--- config.mk ---
export PLATFORM = sky130hd
export DESIGN_NAME = instr_encoder
export DESIGN_NICKNAME = d
export VERILOG_FILES = /design/src/rtl/instr_encoder.sv
export SDC_FILE = /design/constraint.sdc
export NUM_CORES = 1
export LEC_CHECK = 0
export BUFFER_PORTS_ARGS = -buffer_cell sky130_fd_sc_hd__buf_2
export CAP_MARGIN = 5
export CELL_PAD_IN_SITES_DETAIL_PLACEMENT = 0
export CELL_PAD_IN_SITES_GLOBAL_PLACEMENT = 1
export CORE_ASPECT_RATIO = 0.5
export CORE_MARGIN = 3
export CORE_UTILIZATION = 40
export CTS_CLUSTER_SIZE = 10
export DETAILED_ROUTE_END_ITERATION = 8
export GPL_TIMING_DRIVEN = 0
export PLACE_DENSITY_LB_ADDON = 0.15
export SYNTH_ARGS = -nofsm -noshare
export SYNTH_HDL_FRONTEND = slang
export SYNTH_SLANG_ARGS = --single-unit
--- constraint.sdc ---
create_clock -name clk -period 2.3 [get_ports clk]
set_input_delay 0.345 -clock clk [delete_from_list [all_inputs] [get_ports clk]]
set_output_delay 0.345 -clock clk [all_outputs]
set_load 0.1 [all_outputs]
--- src/rtl/instr_encoder.sv ---
// instr_encoder
//   Packs instruction fields into 16-bit instruction words and streams them
//   out through a small FIFO with an auto-incrementing memory address.
//   Requests whose format does not match the opcode class are dropped,
//   signalled on err and counted in a saturating err_cnt.
//
// Ports
//   clk        clock, all state on the rising edge
//   rst        synchronous active-low reset
//   in_valid   request valid          in_ready  FIFO not full
//   in_fmt     00 R, 01 I, 10 J, 11 illegal
//   in_opcode, in_rd, in_rs, in_rt, in_imm, in_target   instruction fields
//   base_load  load base_addr into the address counter (wins over a pop)
//   out_valid / out_ready / out_data / out_addr   word stream with address
//   err        one-cycle pulse after a rejected request
//   err_cnt    saturating count of rejected requests
module instr_encoder #(
    parameter int AW    = 8,
    parameter int DEPTH = 4
) (
    input  logic          clk,
    input  logic          rst,
    input  logic          in_valid,
    output logic          in_ready,
    input  logic [1:0]    in_fmt,
    input  logic [3:0]    in_opcode,
    input  logic [3:0]    in_rd,
    input  logic [3:0]    in_rs,
    input  logic [3:0]    in_rt,
    input  logic [7:0]    in_imm,
    input  logic [11:0]   in_target,
    input  logic          base_load,
    input  logic [AW-1:0] base_addr,
    output logic          out_valid,
    input  logic          out_ready,
    output logic [15:0]   out_data,
    output logic [AW-1:0] out_addr,
    output logic          err,
    output logic [7:0]    err_cnt
);

    localparam int PW = $clog2(DEPTH);
    localparam int CW = PW + 1;

    typedef enum logic [1:0] {
        FMT_R   = 2'b00,
        FMT_I   = 2'b01,
        FMT_J   = 2'b10,
        FMT_BAD = 2'b11
    } fmt_t;

    fmt_t          op_class;
    logic          legal;
    logic [15:0]   word;
    logic          accept;
    logic          push;
    logic          pop;

    logic [15:0]   mem [DEPTH];
    logic [PW-1:0] wr_ptr;
    logic [PW-1:0] rd_ptr;
    logic [CW-1:0] count;
    logic [AW-1:0] addr;

    // Fixed opcode-to-format map shared with the opcode classifier.
    always_comb begin
        op_class = FMT_I;
        case (in_opcode)
            4'd0, 4'd2, 4'd4, 4'd5, 4'd6, 4'd11, 4'd13: op_class = FMT_R;
            4'd15:                                      op_class = FMT_J;
            default:                                    op_class = FMT_I;
        endcase
    end

    // op_class is never FMT_BAD, so fmt=11 can never be legal.
    assign legal = (fmt_t'(in_fmt) == op_class);

    always_comb begin
        word = '0;
        case (op_class)
            FMT_R:   word = {in_opcode, in_rd, in_rs, in_rt};
            FMT_I:   word = {in_opcode, in_rd, in_imm};
            default: word = {in_opcode, in_target};
        endcase
    end

    assign in_ready  = (count != CW'(DEPTH));
    assign out_valid = (count != '0);
    assign out_data  = out_valid ? mem[rd_ptr] : '0;
    assign out_addr  = addr;

    assign accept = in_valid && in_ready;
    assign push   = accept && legal;
    assign pop    = out_valid && out_ready;

    always_ff @(posedge clk) begin
        if (push) begin
            mem[wr_ptr] <= word;
        end
    end

    always_ff @(posedge clk) begin
        if (!rst) begin
            wr_ptr  <= '0;
            rd_ptr  <= '0;
            count   <= '0;
            addr    <= '0;
            err     <= 1'b0;
            err_cnt <= '0;
        end else begin
            if (push) begin
                wr_ptr <= wr_ptr + PW'(1);
            end
            if (pop) begin
                rd_ptr <= rd_ptr + PW'(1);
            end
            case ({push, pop})
                2'b10:   count <= count + CW'(1);
                2'b01:   count <= count - CW'(1);
                default: count <= count;
            endcase

            if (base_load) begin
                addr <= base_addr;
            end else if (pop) begin
                addr <= addr + AW'(1);
            end

            err <= accept && !legal;
            if (accept && !legal && (err_cnt != 8'hFF)) begin
                err_cnt <= err_cnt + 8'd1;
            end
        end
    end

endmodule

Word level (Yosys, flattened, before mapping)

Memory sizes are Yosys's and may differ from the RTL's. A register that Yosys moved wholly into a read port is not among the register bits.
Cells that the tools add are included.

Word-level logic and storage cells: 39
Bits in writable memories: 64
Memory bits (read-only): 32
Input bits: 51
Register bits after elaboration: 24
Output and inout port bits: 35
Memories kept: 2

Memories:

| memory           | words | bits a word | rd ports | clocked after memory_dff | write ports | RTL line | text |
|---|---|---|---|---|---|---|---|
| mem              | 4     | 16          | 1        | 1                        | 1           | 59       | `logic [15:0] mem [DEPTH];` |
| (name not given) | 16    | 2           | 1        | 0                        | 0           | 68       | `case (in_opcode)` |

Add/subtract/negate cells: 6
Equality and inequality tests: 6
Reductions and logical operators: 10
Muxes and demuxes: 9

Operators with widths:

| cell                                                                | count |
|---|---|
| 12-bit one-hot mux with 2 select lines                              | 1 |
| 8-bit by 1-bit adder with 8-bit output (second input constant)      | 2 |
| 16-bit two-way mux                                                  | 1 |
| 8-bit two-way mux                                                   | 2 |
| 8-bit inequality test (second input constant)                       | 1 |
| 3-bit one-hot mux with 2 select lines                               | 1 |
| 1-bit logical AND                                                   | 5 |
| 2-bit by 1-bit adder with 2-bit output (second input constant)      | 2 |
| 2-bit by 1-bit == test with 1-bit output (second input constant)    | 2 |
| 2-bit two-way mux                                                   | 2 |
| 2-bit nonzero test                                                  | 2 |
| 3-bit by 1-bit adder with 3-bit output (second input constant)      | 1 |
| 3-bit inequality test (second input constant)                       | 1 |
| 3-bit nonzero test                                                  | 1 |
| 3-bit by 1-bit subtractor with 3-bit output (second input constant) | 1 |
| 2-bit == test                                                       | 1 |
| 2-bit == test (second input constant)                               | 1 |
| 2-bit logical NOT                                                   | 1 |
| 1-bit two-way mux                                                   | 2 |
| 1-bit logical NOT                                                   | 1 |

Logic depth before layout (Yosys ltp)

Gate-level depths: netlist of the first run.

Depth in word-level cells: 5
Mapped depth: 10
Mapped depth without buffers: 10

Worst setup path after synthesis of the first run

No wires, ideal clock.

Path type: reg2reg
Start point: register count[2]
End point: register count[2]
Data required time: 2.224 ns
Library setup time: 0.076 ns
Cell stages (with the launch flop): 11
Arrival: 2.864 ns
Clock period less this slack: 2.940 ns
Slack: -0.640 ns
Path buffers: 0
Path through: dfxtp_1 -> or3b_2 -> and2_2 -> o31a_2 -> inv_1 -> ha_1 -> inv_1 -> fa_1 -> xor2_1 -> or3_2 -> a21boi_0

Longest elaborated chain between the ends: 5
Elaborated cells on any way between the ends: 11
Classes of those cells: 2 x add/sub; 3 x eq/ne; 1 x mux; 5 x reduce/logical

RTL lines:

| what                                                                        | RTL line | text |
|---|---|---|
| start: declaration                                                          | 62       | `logic [CW-1:0] count;` |
| start signal: assignment                                                    | 118      | `2'b10: count <= count + CW'(1);` |
| start signal: assignment                                                    | 119      | `2'b01: count <= count - CW'(1);` |
| start signal: assignment                                                    | 120      | `default: count <= count;` |
| 3-bit inequality test (*)                                                   | 87       | `assign in_ready = (count != CW'(DEPTH));` |
| net in_ready                                                                | 24       | `output logic in_ready,` |
| 1-bit logical AND (*)                                                       | 92       | `assign accept = in_valid && in_ready;` |
| 1-bit logical AND (*)                                                       | 93       | `assign push = accept && legal;` |
| 2-bit by 1-bit == test with 1-bit output or 2-bit == test (tied branches)   | 117      | `case ({push, pop})` |
| 3-bit one-hot mux with 2 select lines or 2-bit nonzero test (tied branches) | -        |  |

The timed path passes the listed nets; every way through them passes the cells marked *.
A chain may end at the register's enable or synchronous reset.

Worst setup path after layout of the first run

Start point: register count[2]
End point: register count[2]

Longest elaborated chain between the ends: 5
Elaborated cells on any way between the ends: 11
Classes of those cells: 2 x add/sub; 3 x eq/ne; 1 x mux; 5 x reduce/logical

RTL lines:

| what                                                                        | RTL line |
|---|---|
| 3-bit inequality test                                                       | 87 |
| 1-bit logical AND                                                           | 92 |
| 1-bit logical AND                                                           | 93 |
| 2-bit by 1-bit == test with 1-bit output or 2-bit == test (tied branches)   | 117 |
| 3-bit one-hot mux with 2 select lines or 2-bit nonzero test (tied branches) | - |

Several ways; a longest one is shown, not always the timed one.

==> qor.csv, run 1 <==
metric;value;unit
number of nets with antenna violations after routing;0;
CP Data Required Time;2570;ps
biggest fanout along the worst timing path;3;
starting density of the core;0.4221;
Chip Height;77.53;µm
Placement Rows;25;
maximum buffer depth of the clock tree;2;
master of the slowest instance on the critical path;or3b_4;
cells along the critical path;or3b_4 > and2_4 > o31a_4 > inv_4 > ha_4 > inv_2 > fa_2 > xor2_1 > or3_4 > a21boi_2;
Hold Path Sink;out_addr[7];
Post-Synthesis Net Count;357;
Min-Delay Path Depth;3;
static leakage;1.993;nW
count of TritonRoute iterations in the first routing pass;6;
Placed Instances;518;
full die area;0.01156;mm²
core area;0.009697;mm²
library cell occupying the most area in the post-synthesis netlist;edfxtp_1;
first-pass GRT wire length;13570;µm
pin count of the biggest net entering global routing;19;
GRT Util Overall;0.1499;
cell types occupying the most area after synthesis;edfxtp_1, dfxtp_1, mux4_2, mux2i_1, nor2b_1;
final critical-path share of the clock period;0.9812;
Worst Setup Path Type;reg2reg;
start of the worst register-to-register path;count[2];
share of the yosys chip area belonging to registers;0.5968;
Slew HR;0.4287;
number of nets in the layout;459;
largest voltage drop on the vdd net;0.5595;mV
hold-fix buffer count after cts;0;
number of cells in the finished layout apart from fillers;540;
post-synthesis cell area;0.004093;mm²
max-slew violation total from the final report;0;
flip-flop and latch count after synthesis;90;
Ports;86;
run status;complete, no violations;
aggregate routed wire length;8358;µm
Yosys warning total;0;
clock skew after layout;7.749;ps
DRC violation count after routing;0;
antenna violations before repair;0;
Iteration-0 DRC Markers;130;
cell area after layout;0.005221;mm²
mean cell area of the mapped netlist;13.73;µm²
length in cells of the worst reg-to-reg path;10;
number of instances in the synthesized netlist;298;
class of the tightest hold or removal check;in2reg;
start point of the worst hold path;base_addr[7];
area share of the leading cell type in the synthesized netlist;0.4696;
kind of cell with the highest combined delay on the critical path;simple AND/OR/NAND/NOR gates;
vias in the first global route;2715;
Distinct cells, synth;38;
max-cap violations;0;
Worst Max-Slew Pin Slew;840.4;ps
startpoint kind of the worst setup timing path;flip-flop;
number of vias after detailed routing;2641;
placed wire-length estimate;5747;µm
setup slack of the worst register-to-register path;40;ps
Critical Path Start;count[2];
Layout fillers;858;
PwrDens;1091;mW/mm²
PortBufs;85;
total setup violations reported at the end of the flow;0;
Reg clk slew, reported paths;70;ps
Antenna diodes;0;
Horiz. Die Dim;149.1;µm
sequential standard cell area;0.002455;mm²
unrepaired setup endpoints after global routing;true;
global route total overflow;0;
clock insertion delay at the later pin of the skew report;330;ps
final weighted congestion in routability-driven placement;0.7827;
number of buffer and inverter instances along the worst setup path;2;
total clock buffers created by CTS;9;
highest cell delay on the worst timing path;390;ps
CTS H-tree depth;3;
Highest Clock Rate;443.1;MHz
final hold viol count;0;
DP Area;0.004767;mm²
reg-to-reg endpoint;count[2];
number of vias per cell;4.891;
capturing element type of the critical path;flip-flop;
number of clock sinks;90;
routed wire length per instance;15.48;µm
buffer type at the clock tree root;clkbuf_16;
final period demand of the worst path;2257;ps
share of post-route cells with drive strength above 1;0.4148;
Layout Area Growth over Synthesis;27.58;%
CTS tree;done;
total area of multi-input combinational cells;0.001667;mm²
arrival time worst endpoint;2520;ps
==> report_power, final <==
group | total, mW | switching, mW | internal, mW
registers | 1.88 | 0.0591 | 1.83
logic | 2.41 | 1.69 | 0.714
clock network | 1.40 | 0.640 | 0.761
==> registers in the layout (all words and copies together) (netlist names), named ones only <==
signal,flops
err,1
wr_ptr,2
mem,64
rd_ptr,2
err_cnt,8
count,3
out_addr,8
==> final cells by class <==
cell class / instances / share of cell area
Timing Repair Buffer: 92 / 0.1009
Buffer: 11 / 0.01558
Clock inverter: 7 / 0.01246
Tap cell: 135 / 0.03235
Sequential cell: 90 / 0.4702
Multi-Input combinational cell: 188 / 0.3192
Inverter: 8 / 0.006231
Clock buffer: 9 / 0.04313
==> layer usage <==
layer / vias up / track usage / part of all wire
li1: 1312 / - / -
met1: 1267 / 0.1914 / 0.47
met2: 54 / 0.2542 / 0.49
met3: 8 / 0.03967 / 0.039
met4: 0 / 0.04110 / 0.010
met5: - / 0 / 0
==> cell usage in the layout, fill, tap and decap left out, types with 2 or more instances in the layout <==
master,instances
xor2_1,8
nand3_1,3
buf_2,77
nand2_1,17
nand2b_1,8
clkbuf_1,5
nor2b_2,7
and2_2,3
dfxtp_4,3
mux4_2,16
nand4_1,8
dfxtp_1,22
nor2_1,9
and3_1,4
mux2_2,4
nor2b_1,6
buf_12,2
buf_4,13
buf_6,4
o21ai_0,10
clkbuf_16,9
xnor2_1,5
nor2b_4,4
edfxtp_1,64
and4_1,2
inv_6,3
ha_1,6
a21oi_1,14
mux2i_1,19
inv_8,2
and2_1,10
inv_1,5
nor3_1,7
==> worst reg2reg max path, cell delays in order, from the launching register on <==
cell and delay (ps):
dfxtp_4 370, or3b_4 390, and2_4 170, o31a_4 120, inv_4 70, ha_4 130
inv_2 30, fa_2 320, xor2_1 160, or3_4 330, a21boi_2 110
==> synthesized netlist by cell type (all sizes together) <==
cell type,count
nand4bb,1
and4b,1
nand2b,8
clkinv,1
mux2,4
ha,7
xnor2,5
dfxtp,26
or2b,1
mux4,16
and2,14
or3,2
nor3b,1
a21oi,14
nor3,8
clkbuf,8
mux2i,20
and3,4
nor2,9
buf,4
fa,1
a21boi,1
nor2b,17
a31oi,1
nand4,8
o21ai,10
xor2,8
edfxtp,64
or3b,2
inv,7
and4,2
o31a,2
nand3,3
and4bb,1
nand2,17
==> per-stage QoR <==
| step | hold WS, ps | util | power [mW] | setup TNS (ps) | worst slack (ps) |
|---|---|---|---|---|---|
| final | 293.1 | 0.5385 | 5.694 | 0 | 43.15 |
| after CTS | 285.6 | 0.5365 | 5.744 | 0 | 1.316 |
| after floorplan | 443.9 | - | 3.774 | -1204 | -173.4 |
| after detailed placement | 472.5 | 0.4916 | 4.150 | -20110 | -609.2 |
| after global routing | 291.4 | 0.5385 | 5.954 | -8.511 | -8.511 |
| after global placement | 464.3 | 0.4916 | 4.121 | -18420 | -585.5 |
==> logic make-up (layout without fill, tap and decap cells) <==
logic type / Yosys count / in the layout / synth area share
compound gates: 28 / 28 / 0.03761
xor+xnor: 13 / 13 / 0.02782
fa+ha+maj: 8 / 8 / 0.02629
buf+inv: 20 / 127 / 0.01957
flops: 90 / 90 / 0.5968
mux: 40 / 40 / 0.1489
simple gates: 99 / 99 / 0.1431
==> worst max path at each step <==
stage | to | slack [ps] | cells after the start
6_report | count[2] | 40 | 10
5_1_grt | count[2] | -9 | 10
4_1_cts | count[2] | 1 | 10
3_5_place_dp | out_valid | -610 | 4
3_3_place_gp | out_data[14] | -590 | 4
2_1_floorplan | out_data[15] | -170 | 3
==> timing repair <==
| action | CTS | global route |
|---|---|---|
| setup endpoints to repair | 18 | 59 |
| setup buffers | 7 | 0 |
| gates resized for setup | 29 | 7 |
| pin swaps | 5 | 2 |
(Power assumes the default switching activity.)
==> run 2: changes to the inputs <==
Settings changed: REMOVE_ABC_BUFFERS set to 1.
==> qor.csv, run 2 (synthesis results as in run 1) <==
metric;value;unit;change
run status;complete, no violations;;
capturing element type of the critical path;flip-flop;;
starting density of the core;0.4221;;unchanged
smallest setup slack after layout;16.79;ps;-26.36 ps
global route total overflow;0;;unchanged
top sig layer;met4;;
Chip Height;77.53;µm;unchanged
class of the tightest hold or removal check;in2reg;;
antenna violations before repair;0;;unchanged
CTS tree;done;;
number of flip-flops in the largest register;64;;unchanged
vias in the first global route;2717;;+0.074%
static leakage;1.951;nW;-2.1%
cells along the critical path;or3b_4 > and2_4 > o31a_4 > inv_4 > ha_4 > inv_2 > fa_2 > xor2_2 > or3_4 > a21boi_2;;
met1 layer wirelength in the final routing;3542;µm;-8.9%
number of nets with antenna violations after routing;0;;unchanged
max-slew violation total from the final report;0;;unchanged
number of cells in the finished layout apart from fillers;533;;-1.3%
fraction of power consumed by combinational cells;0.401;;-0.022
Placement Rows;25;;unchanged
kind of cell with the highest combined delay on the critical path;simple AND/OR/NAND/NOR gates;;
placed wire-length estimate;5424;µm;-5.6%
Worst Setup Path Type;reg2reg;;
total clock buffers created by CTS;9;;unchanged
aggregate routed wire length;8210;µm;-1.8%
cell area after layout;0.005121;mm²;-1.9%
commonest cells after routing, fill and taps aside;buf_2, edfxtp_1, dfxtp_1;;
number of buffer and inverter instances along the worst setup path;2;;unchanged
Slew HR;0.2700;;-0.1587
Layout Area Growth over Synthesis;25.13;%;
share of post-route cells with drive strength above 1;0.3945;;-0.02034
start of the worst register-to-register path;count[2];;
clock insertion delay at the later pin of the skew report;340;ps;about the same
final hold viol count;0;;unchanged
total setup violations reported at the end of the flow;0;;unchanged
full die area;0.01156;mm²;unchanged
final period demand of the worst path;2283;ps;+26.36 ps
unrepaired setup endpoints after global routing;true;;
GRT Util Overall;0.1505;;+0.0006221
CTS H-tree depth;3;;unchanged
largest voltage drop on the vdd net;0.4387;mV;-22%
Critical Path Start;count[2];;
Antenna diodes;0;;unchanged
max-cap violations;0;;unchanged
arrival time worst endpoint;2550;ps;+30 ps
share of total power in the clock network;0.260;;+0.014
number of clock sinks;90;;unchanged
start point of the worst hold path;base_addr[2];;
cell-internal power;3.295;mW;-0.15%
number of vias after detailed routing;2609;;-1.2%
Iteration-0 DRC Markers;98;;-25%
startpoint kind of the worst setup timing path;flip-flop;;
pin count of the biggest net entering global routing;34;;+15
Worst Max-Slew Pin Slew;1092;ps;+251.4 ps
clock skew after layout;3.921;ps;-3.828 ps
maximum buffer depth of the clock tree;2;;unchanged
Placed Instances;507;;-2.1%
Total Neg Setup Slack;0;ps;unchanged
met3 WL;514;µm;+58%
net switching power;2.316;mW;-3.3%
master of the slowest instance on the critical path;or3b_4;;
register ranked first by flip-flop count;mem;;
highest cell delay on the worst timing path;380;ps;about the same
count of TritonRoute iterations in the first routing pass;5;;-1
PortBufs;85;;unchanged
Ports;86;;unchanged
total met2 wirelength after detailed routing;4081;µm;+0.54%
final weighted congestion in routability-driven placement;0.7924;;+1.2%
CP Data Required Time;2570;ps;about the same
number of vias per cell;4.895;;about the same
core area;0.009697;mm²;unchanged
number of nets in the layout;452;;-1.5%
worst slack after detailed placement;-492.2;ps;+117.1 ps
most common cell after layout, fill and taps aside;buf_2;;
DRC violation count after routing;0;;unchanged
Reg clk slew, reported paths;60;ps;about the same
routed wire length per instance;15.40;µm;-0.48%
DP Area;0.004653;mm²;-2.4%
first-pass GRT wire length;13480;µm;-0.66%
final critical-path share of the clock period;0.9927;;+0.01146
Horiz. Die Dim;149.1;µm;unchanged
Sw Share;0.4127;;-0.007678
portion of total power attributed to sequential cells;0.339;;+0.008
PwrDens;1096;mW/mm²;+0.47%
Highest Clock Rate;438.0;MHz;-1.2%
buffer type at the clock tree root;clkbuf_16;;
setup slack of the worst register-to-register path;20;ps;-30 ps
biggest fanout along the worst timing path;3;;unchanged
-- run 2: changes by cell type in the layout (fill, tap and decap cells not counted), moves of 4 or more --
cell,before,now
nor2b_1,6,17
buf_4,13,8
clkbuf_1,5,1
buf_2,77,85
nor2b_4,4,0
nor2b_2,7,0
-- run 2: final timing paths --
kind,end,cells past startpoint
hold reg to reg,err_cnt[6],2
setup / recovery,count[2],10
hold / removal,out_addr[2],3
setup reg to reg,count[2],10
-- run 2: through the flow --
stage / power, mW / utilization / hold slack [ps]
4_1_cts: 5.671 / 0.5262 / 275.1
2_1_floorplan: 3.625 / - / 443.9
3_5_place_dp: 4.040 / 0.4799 / 474.8
6_report: 5.611 / 0.5281 / 280.8
3_3_place_gp: 3.983 / 0.4782 / 470.0
5_1_grt: 5.875 / 0.5281 / 289.4
-- run 2: timing repair --
action | CTS | global route
hold buffers | 0 | 0
pin swaps | 5 | 4
endpoints found under the setup margin | 18 | 65
resized for setup | 19 | 6
setup buffers | 9 | 1
-- run 2: worst min-delay path, cell delays in order --
cell and delay, ps:
buf_2 80, o21ai_0 60, a21oi_1 100
-- run 2: cell type report --
| type | instances | area (µm²) |
|---|---|---|
| repair buffers | 96 | 536.8 |
| inverters | 8 | 32.53 |
| fillers | 859 | 4576 |
| clock inverters | 6 | 72.57 |
| well taps | 135 | 168.9 |
| clock buffers | 10 | 229.0 |
| multi-input cells | 188 | 1628 |
| flip-flops and latches | 90 | 2454 |
-- run 2: power groups by stage --
| stage | clock, mW | sequential [mW] | combinational, mW |
|---|---|---|---|
| finish | 1.46 | 1.90 | 2.25 |
| global route | 1.59 | 1.91 | 2.38 |
| CTS | 1.50 | 1.90 | 2.27 |
| detailed placement | 0 | 1.99 | 2.05 |
| global placement | 0 | 1.98 | 2.00 |
| floorplan | 0 | 2.07 | 1.56 |
-- run 2: metal layers --
| metal | vias to the layer above | GRT usage |
|---|---|---|
| met4 | 0 | 0.03744 |
| met1 | 1243 | 0.1804 |
| li1 | 1292 | - |
| met5 | - | 0 |
| met3 | 8 | 0.05543 |
| met2 | 66 | 0.2591 |
